==> config.mk <==
export PLATFORM = sky130hd
export DESIGN_NAME = apb_requester
export DESIGN_NICKNAME = d
export VERILOG_FILES = /design/src/rtl/apb_requester.sv
export SDC_FILE = /design/constraint.sdc
export NUM_CORES = 1
export LEC_CHECK = 0
export ABC_AREA = 1
export ABC_CLOCK_PERIOD_IN_PS = 1200
export BUFFER_PORTS_ARGS = -buffer_cell sky130_fd_sc_hd__buf_2
export CORE_MARGIN = 1.5
export CORE_UTILIZATION = 40
export DETAILED_ROUTE_END_ITERATION = 12
export GPL_TIMING_DRIVEN = 0
export PLACE_DENSITY = 0.79
export SLEW_MARGIN = 10
export SYNTH_ARGS = -nofsm -noshare
export SYNTH_HDL_FRONTEND = slang
export SYNTH_SLANG_ARGS = --single-unit
export TNS_END_PERCENT = 5
==> constraint.sdc <==
create_clock -name pclk -period 1.2 [get_ports pclk]
set_input_delay 0.18 -clock pclk [delete_from_list [all_inputs] [get_ports pclk]]
set_output_delay 0.18 -clock pclk [all_outputs]
set_load 0.05 [all_outputs]
==> src/rtl/apb_requester.sv <==
// ---------------------------------------------------------------------------
// apb_pkg / apb_requester
//
// APB requester (manager) sitting directly upstream of the APB completer.
// Accepts commands on a valid/ready port, runs them as APB SETUP/ACCESS
// transfers and reports each completion as a one-cycle pulse on the response
// port. Back-to-back commands are chained with psel held high.
//
// Optional feature (compile-time macro):
//   APB_REQ_TIMEOUT_EN - abort an ACCESS phase that sees no pready for
//                        TIMEOUT cycles and report it as an error response.
//
// Parameters:
//   ADDR_WIDTH  APB address width (default from apb_pkg)
//   DATA_WIDTH  APB data width, multiple of 8 (default from apb_pkg)
//   STRB_WIDTH  write strobe width, DATA_WIDTH/8
//   TIMEOUT     ACCESS cycles without pready before abort, 1..255
//               (only meaningful with APB_REQ_TIMEOUT_EN)
//
// Ports:
//   pclk, presetn          clock (rising edge), async active-low reset
//   cmd_valid/cmd_ready    command handshake
//   cmd_write, cmd_addr, cmd_wdata, cmd_strb, cmd_prot   command fields
//   rsp_valid, rsp_rdata, rsp_err                        completion pulse
//   psel, penable, pwrite, paddr, pwdata, pstrb, pprot   APB request
//   prdata, pready, pslverr                              APB completion
// ---------------------------------------------------------------------------

package apb_pkg;
    localparam int ADDR_WIDTH = 32;
    localparam int DATA_WIDTH = 32;
endpackage

module apb_requester #(
    parameter int ADDR_WIDTH = apb_pkg::ADDR_WIDTH,
    parameter int DATA_WIDTH = apb_pkg::DATA_WIDTH,
    parameter int STRB_WIDTH = DATA_WIDTH / 8,
    parameter int TIMEOUT    = 16
) (
    input  logic                  pclk,
    input  logic                  presetn,
    // command port
    input  logic                  cmd_valid,
    output logic                  cmd_ready,
    input  logic                  cmd_write,
    input  logic [ADDR_WIDTH-1:0] cmd_addr,
    input  logic [DATA_WIDTH-1:0] cmd_wdata,
    input  logic [STRB_WIDTH-1:0] cmd_strb,
    input  logic [2:0]            cmd_prot,
    // response port
    output logic                  rsp_valid,
    output logic [DATA_WIDTH-1:0] rsp_rdata,
    output logic                  rsp_err,
    // APB bus
    output logic                  psel,
    output logic                  penable,
    output logic                  pwrite,
    output logic [ADDR_WIDTH-1:0] paddr,
    output logic [DATA_WIDTH-1:0] pwdata,
    output logic [STRB_WIDTH-1:0] pstrb,
    output logic [2:0]            pprot,
    input  logic [DATA_WIDTH-1:0] prdata,
    input  logic                  pready,
    input  logic                  pslverr
);

    // Elaboration-time parameter sanity checks.
    if (DATA_WIDTH % 8 != 0) begin : gBadDataWidth
        $error("apb_requester: DATA_WIDTH must be a multiple of 8");
    end
    if (TIMEOUT < 1 || TIMEOUT > 255) begin : gBadTimeout
        $error("apb_requester: TIMEOUT must be in 1..255");
    end

    // Encoding chosen so psel and penable are plain flop bits (glitch-free):
    // bit 0 = psel, bit 1 = penable.
    typedef enum logic [1:0] {
        IDLE   = 2'b00,
        SETUP  = 2'b01,
        ACCESS = 2'b11
    } stateT;

    stateT state;
    stateT stateNext;

    logic handshake;
    logic accessDone;
    logic timeoutAbort;

    assign psel    = state[0];
    assign penable = state[1];

    // A new command may be taken while idle, or in the last ACCESS cycle of
    // the current transfer so the next one chains without dropping psel.
    assign cmd_ready  = (state == IDLE) || ((state == ACCESS) && pready);
    assign handshake  = cmd_valid && cmd_ready;
    assign accessDone = (state == ACCESS) && pready;

`ifdef APB_REQ_TIMEOUT_EN
    // Counts ACCESS cycles without pready. Abort is decided in the cycle the
    // count would reach TIMEOUT; a pready in that same cycle completes
    // normally because the abort term requires !pready.
    localparam logic [7:0] LastWait = 8'(TIMEOUT - 1);

    logic [7:0] waitCount;

    assign timeoutAbort = (state == ACCESS) && !pready && (waitCount == LastWait);

    always_ff @(posedge pclk or negedge presetn) begin
        if (!presetn) begin
            waitCount <= '0;
        end else if (state == SETUP) begin
            waitCount <= '0;
        end else if ((state == ACCESS) && !pready) begin
            waitCount <= waitCount + 8'd1;
        end
    end
`else
    assign timeoutAbort = 1'b0;
`endif

    // NOTE: sequential state is updated with non-blocking assignments so every
    // flop samples the pre-edge value of every other flop.
    always_ff @(posedge pclk or negedge presetn) begin
        if (!presetn) begin
            state <= IDLE;
        end else begin
            state <= stateNext;
        end
    end

    always_comb begin
        // NOTE: default assigned first so no path through the case leaves
        // stateNext unassigned, which would infer a latch.
        stateNext = state;
        unique case (state)
            IDLE: begin
                if (handshake) begin
                    stateNext = SETUP;
                end
            end
            SETUP: begin
                stateNext = ACCESS;
            end
            ACCESS: begin
                if (accessDone) begin
                    stateNext = cmd_valid ? SETUP : IDLE;
                end else if (timeoutAbort) begin
                    stateNext = IDLE;
                end
            end
            default: begin
                stateNext = IDLE;
            end
        endcase
    end

    // APB request fields and response registers.
    always_ff @(posedge pclk or negedge presetn) begin
        if (!presetn) begin
            pwrite    <= 1'b0;
            paddr     <= '0;
            pwdata    <= '0;
            pstrb     <= '0;
            pprot     <= '0;
            rsp_valid <= 1'b0;
            rsp_err   <= 1'b0;
            rsp_rdata <= '0;
        end else begin
            if (handshake) begin
                pwrite <= cmd_write;
                paddr  <= cmd_addr;
                pprot  <= cmd_prot;
                pstrb  <= cmd_write ? cmd_strb : '0;
                // Reads leave pwdata at its last written value.
                if (cmd_write) begin
                    pwdata <= cmd_wdata;
                end
            end

            // pwrite here is still the completing transfer's value even when
            // a chained command is loaded on the same edge.
            rsp_valid <= accessDone || timeoutAbort;
            rsp_err   <= accessDone ? pslverr : timeoutAbort;
            rsp_rdata <= (accessDone && !pwrite && !pslverr) ? prdata : '0;
        end
    end

endmodule

* Word-level counts from Yosys, hierarchy flattened
Index checks and enable logic that the tools add are counted.
** Operators by class
- Equality and inequality tests :: 4
- Multiplexer cells :: 7
- Reductions and logical operators :: 10
** Operators with widths (number)
- $mux 32 :: 1
- $pmux 2 s3 :: 1
- $logic_and 1x1->1 :: 4
- $mux 2 :: 2
- $mux 4 :: 1
- $ne 2x2->1 const B :: 2
- $reduce_and 2->1 :: 2
- $eq 2x1->1 const B :: 1
- $eq 2x2->1 const B :: 1
- $logic_not 1->1 :: 2
- $logic_not 2->1 :: 1
- $mux 1 :: 2
- $logic_or 1x1->1 :: 1
** Word-level totals
- Bits in registers :: 108
- Input bits :: 109

* Logic depth before layout (Yosys ltp)
- Word-level depth :: 6
- Depth in mapped cells :: 7

* Worst setup path after synthesis
No wires, ideal clock.
- Path type :: register -> register
- From :: register state[1]
- To :: register pstrb[0]
- Setup time :: 0.066 ns
- Data arrival time :: 1.422 ns
- Required time :: 1.134 ns
- Slack :: -0.288 ns
- Cell stages (with the launch flop) :: 6
- Period minus slack after synthesis :: 1.488 ns
- Cell sequence :: dfrtp_1 > nand3_2 > nand2_4 > buf_4 > nand4_1 > nand2_1
** Between the ends
- Word-level cells in the longest chain between the ends :: 4
** Ends and longest elaborated chain
- from (decl) :: line 83 : stateT state;
- from (signal assigned) :: line 128 : state <= stateNext;
- $eq 2x2->1 :: line 95 : assign cmd_ready = (state == IDLE) || ((state == ACCESS) && pready);
- $logic_and 1x1->1 :: line 95
- $logic_or 1x1->1 * :: line 95
- via cmd_ready :: line 44 : output logic cmd_ready,
- $logic_and 1x1->1 * :: line 96 : assign handshake = cmd_valid && cmd_ready;
- to (signal assigned) :: line 174 : pstrb <= cmd_write ? cmd_strb : '0;
- to (decl) :: line 60 : output logic [STRB_WIDTH-1:0] pstrb,
The timed path passes the listed nets; every way through them passes the cells marked *.
A chain may end at the register's enable or synchronous reset.

* Worst setup path after layout
- From :: register state[0]
- To :: output cmd_ready
** Between the ends
- Word-level cells in the longest chain between the ends :: 3
** Ends and longest elaborated chain (line)
- $eq 2x2->1 :: 95
- $logic_and 1x1->1 :: 95
- $logic_or 1x1->1 * :: 95
- to (decl) :: 44
Every way passes the cells marked *; elsewhere a longest branch is shown, timed or not.

==> results.toml <==
[drt]
avgViaCountPerCell = 4.709
wl_per_cell_um = 14.23
drc = 0
drt_pass1_iterations = 4
drt-met1-wl_um = 4617
wirelength_um = 11940
dr.max_layer_used = "met4"
ant_nets = 0
wl_met3_um = 716
met2_length_um = 6157
num_vias = 3951
drtIter0Drc = 260

[sta]
rsz0062_at_grt = "yes"
fmax_ghz = 0.6900
fin_crit_sh = 1.208
finalSetupViolCount = 73
tightest_slew_ns = 0.4024
holdWs_ns = 0.02092
max_slew_margin = 0.7317
drv_slew = 0
final.min_clock_period_ns = 1.449
skew_ns = 0.01351
fin_ws_ns = -0.2492
hold_viol_final = 0
final.setup.tns_ns = -7.996

[floorplan]
dieHeight_um = 105.8
start_util = 0.4111
core_region_area_um2 = 10280
dieArea_um2 = 11190
num_rows = 37
boundaryPins = 218
fp.dieW_um = 105.8

[worst_setup_path]
setup.worst_path.start_class = "flop"
arrival_ns = 1.27
critPathBufInv = 3
worstSetupEndpointType = "primary output"
crit_top_cell = "buf_8"
crit_fanout = 4
path_cells = "inv_2 > nand2_2 > nand2_4 > buf_8 > buf_8"
cpPeakStageDelay_ns = 0.45
critPathSlowestCell = "dfrtp_2"
worstSetupPathType = "reg2out"
required_ns = 1.02
cp_top_family = "flip-flops"

[pwr]
p_switching_w = 0.008603
finalPower_w = 0.01711
peakVddDrop_v = 0.001467
p_int_w = 0.008507
switching_share = 0.5028
p_per_area_nw_per_um2 = 2702
pwr-share-clk = 0.134
power.leakage_nw = 3.715
combPwrFrac = 0.537
seq_power_share = 0.329

[finish]
antenna_cells = 0
fin_nets = 807
areaGrowthSynthToFinish_pct = 49.84
final_core_util = 0.6160
drive_gt1_frac = 0.4182

[yosys]
yosysSeqAreaShare = 0.6396
synthDominantCellAreaShare = 0.6396
synthesis.nets = 543
synth_cell_types = 15
syn_inst = 434
synth.avg_cell_area_um2 = 9.736
synth_area_um2 = 4225
synth_area_leaders = "dfrtp_1, nand2_1, nand4_1"
yosys.area.top_type = "dfrtp_1"
synth_seq_cells = 108
yosysWarningCount = 0

[global_routing]
grt_pass1_vias = 3972
grt_pass1_wl_um = 18680
grt_util_all_layers = 0.2143
antenna_found_initial = 0
grt_max_degree = 69
grt-ovfl-total = 0

[job]
drv_cap = 0

[placed_design]
place_ws_ns = -0.1864
place_congestion = 0.8135
numPortBuffers = 216
hpwl_um = 8376

[clock_network]
cts_max_path_buffers = 2
cts_sinks = 108
cts_made_buffers = 9
path_clk_slew_ns = 0.10
cts_htree_levels = 3
insertion_delay_ns = 0.37
cts_root_buf = "clkbuf_8"
cts_tree = "built"

[min_path]
hp-class = "in2reg"

[outcome]
outcome = "finished, violations left"
violations = "negative setup slack"
## cells by family (layout without fill, tap and decap cells)
logic type,after synthesis,in the layout,share of synthesized area
buffers and inverters,66,335,0.08676
and+or+nand+nor,260,260,0.2736
DFF,108,108,0.6396
## cells in the mapped netlist
master    instances
clkbuf_8          1
buf_2            12
nand4_4           1
nand4_1          36
nand2_1         150
buf_6             9
nand2_4           2
buf_4             7
nor2_1           32
dfrtp_1         108
nand3_1          35
inv_1            37
nor2_2            2
nand3_2           1
nand2_2           1
## through the flow
step,instances,area (µm²)
floorplan,434,4244
global placement,786,5495
detailed placement,787,5529
CTS,839,6203
global route,839,6331
finish,839,6331
## worst reg2reg max path, delay by kind of cell (launching register included)
family,cells,cell delay (ns)
buf+inv,3,0.44
simple gates,5,0.36
flops,1,0.45
## placed cells by master (no fill, tap or decap), types with 2 or more instances in the layout
cell	synthesis	final
inv_1	37	34
inv_2	0	3
dfrtp_1	108	106
inv_6	0	3
buf_6	9	13
buf_4	7	57
buf_2	12	144
dfrtp_2	0	2
nand2_2	1	3
nand3_1	35	35
nor2_2	2	10
dlygate4sd3_1	0	27
nand4_1	36	36
nor2_1	32	24
clkbuf_4	0	37
nand2_1	150	147
clkbuf_8	1	9
nand2_4	2	3
buf_8	0	3
## area by class of cell
| class | count | area [µm²] |
|---|---|---|
| inverters | 37 | 138.9 |
| clock buffers | 9 | 123.9 |
| clock inverters | 7 | 81.33 |
| flip-flops and latches | 108 | 2705 |
| multi-input cells | 260 | 1196 |
| plain buffers | 29 | 236.5 |
| repair buffers | 253 | 1679 |
| well taps | 136 | 170.2 |
| fillers | 841 | 3946 |
## sequential cells by signal (all words and copies together) (netlist names)
| signal | count |
|---|---|
| rsp_rdata | 32 |
| pwrite | 1 |
| pwdata | 32 |
| pprot | 3 |
| rsp_err | 1 |
| rsp_valid | 1 |
| pstrb | 4 |
| state | 2 |
| paddr | 32 |
## path summary, 6_finish.rpt
path,cells past startpoint,to,start,slack (ns)
min reg2reg,2,paddr[16],paddr[16],0.48
max reg2reg,8,paddr[0],state[0],-0.15
min,3,rsp_err,pslverr,0.02
max,5,cmd_ready,state[0],-0.25
max in group asynchronous,3,rsp_rdata[7],presetn,0.26
min in group asynchronous,2,paddr[6],presetn,0.29
## power by group through the flow
stage / sequential (W) / clock, W / combinational [W]
global route: 0.00576 / 0.00249 / 0.00965
floorplan: 0.0100 / 0 / 0.00164
global placement: 0.00555 / 0 / 0.00811
CTS: 0.00559 / 0.00237 / 0.00893
detailed placement: 0.00562 / 0 / 0.00826
finish: 0.00562 / 0.00230 / 0.00919
## metal layers
| metal | track usage | vias up |
|---|---|---|
| met5 | 0 | - |
| met4 | 0.1168 | 0 |
| met3 | 0.03834 | 33 |
| met2 | 0.3715 | 167 |
| met1 | 0.2515 | 1859 |
| li1 | - | 1892 |
## timing repair
item | CTS | global route
endpoints found under the hold margin | 66 | 0
gates resized for setup | 51 | 55
pin swaps | 2 | 1
hold buffers | 27 | 0
setup endpoints to repair | 112 | 148
buffers inserted | 9 | 0
cloned | 0 | 0
(Power assumes the default switching activity.)
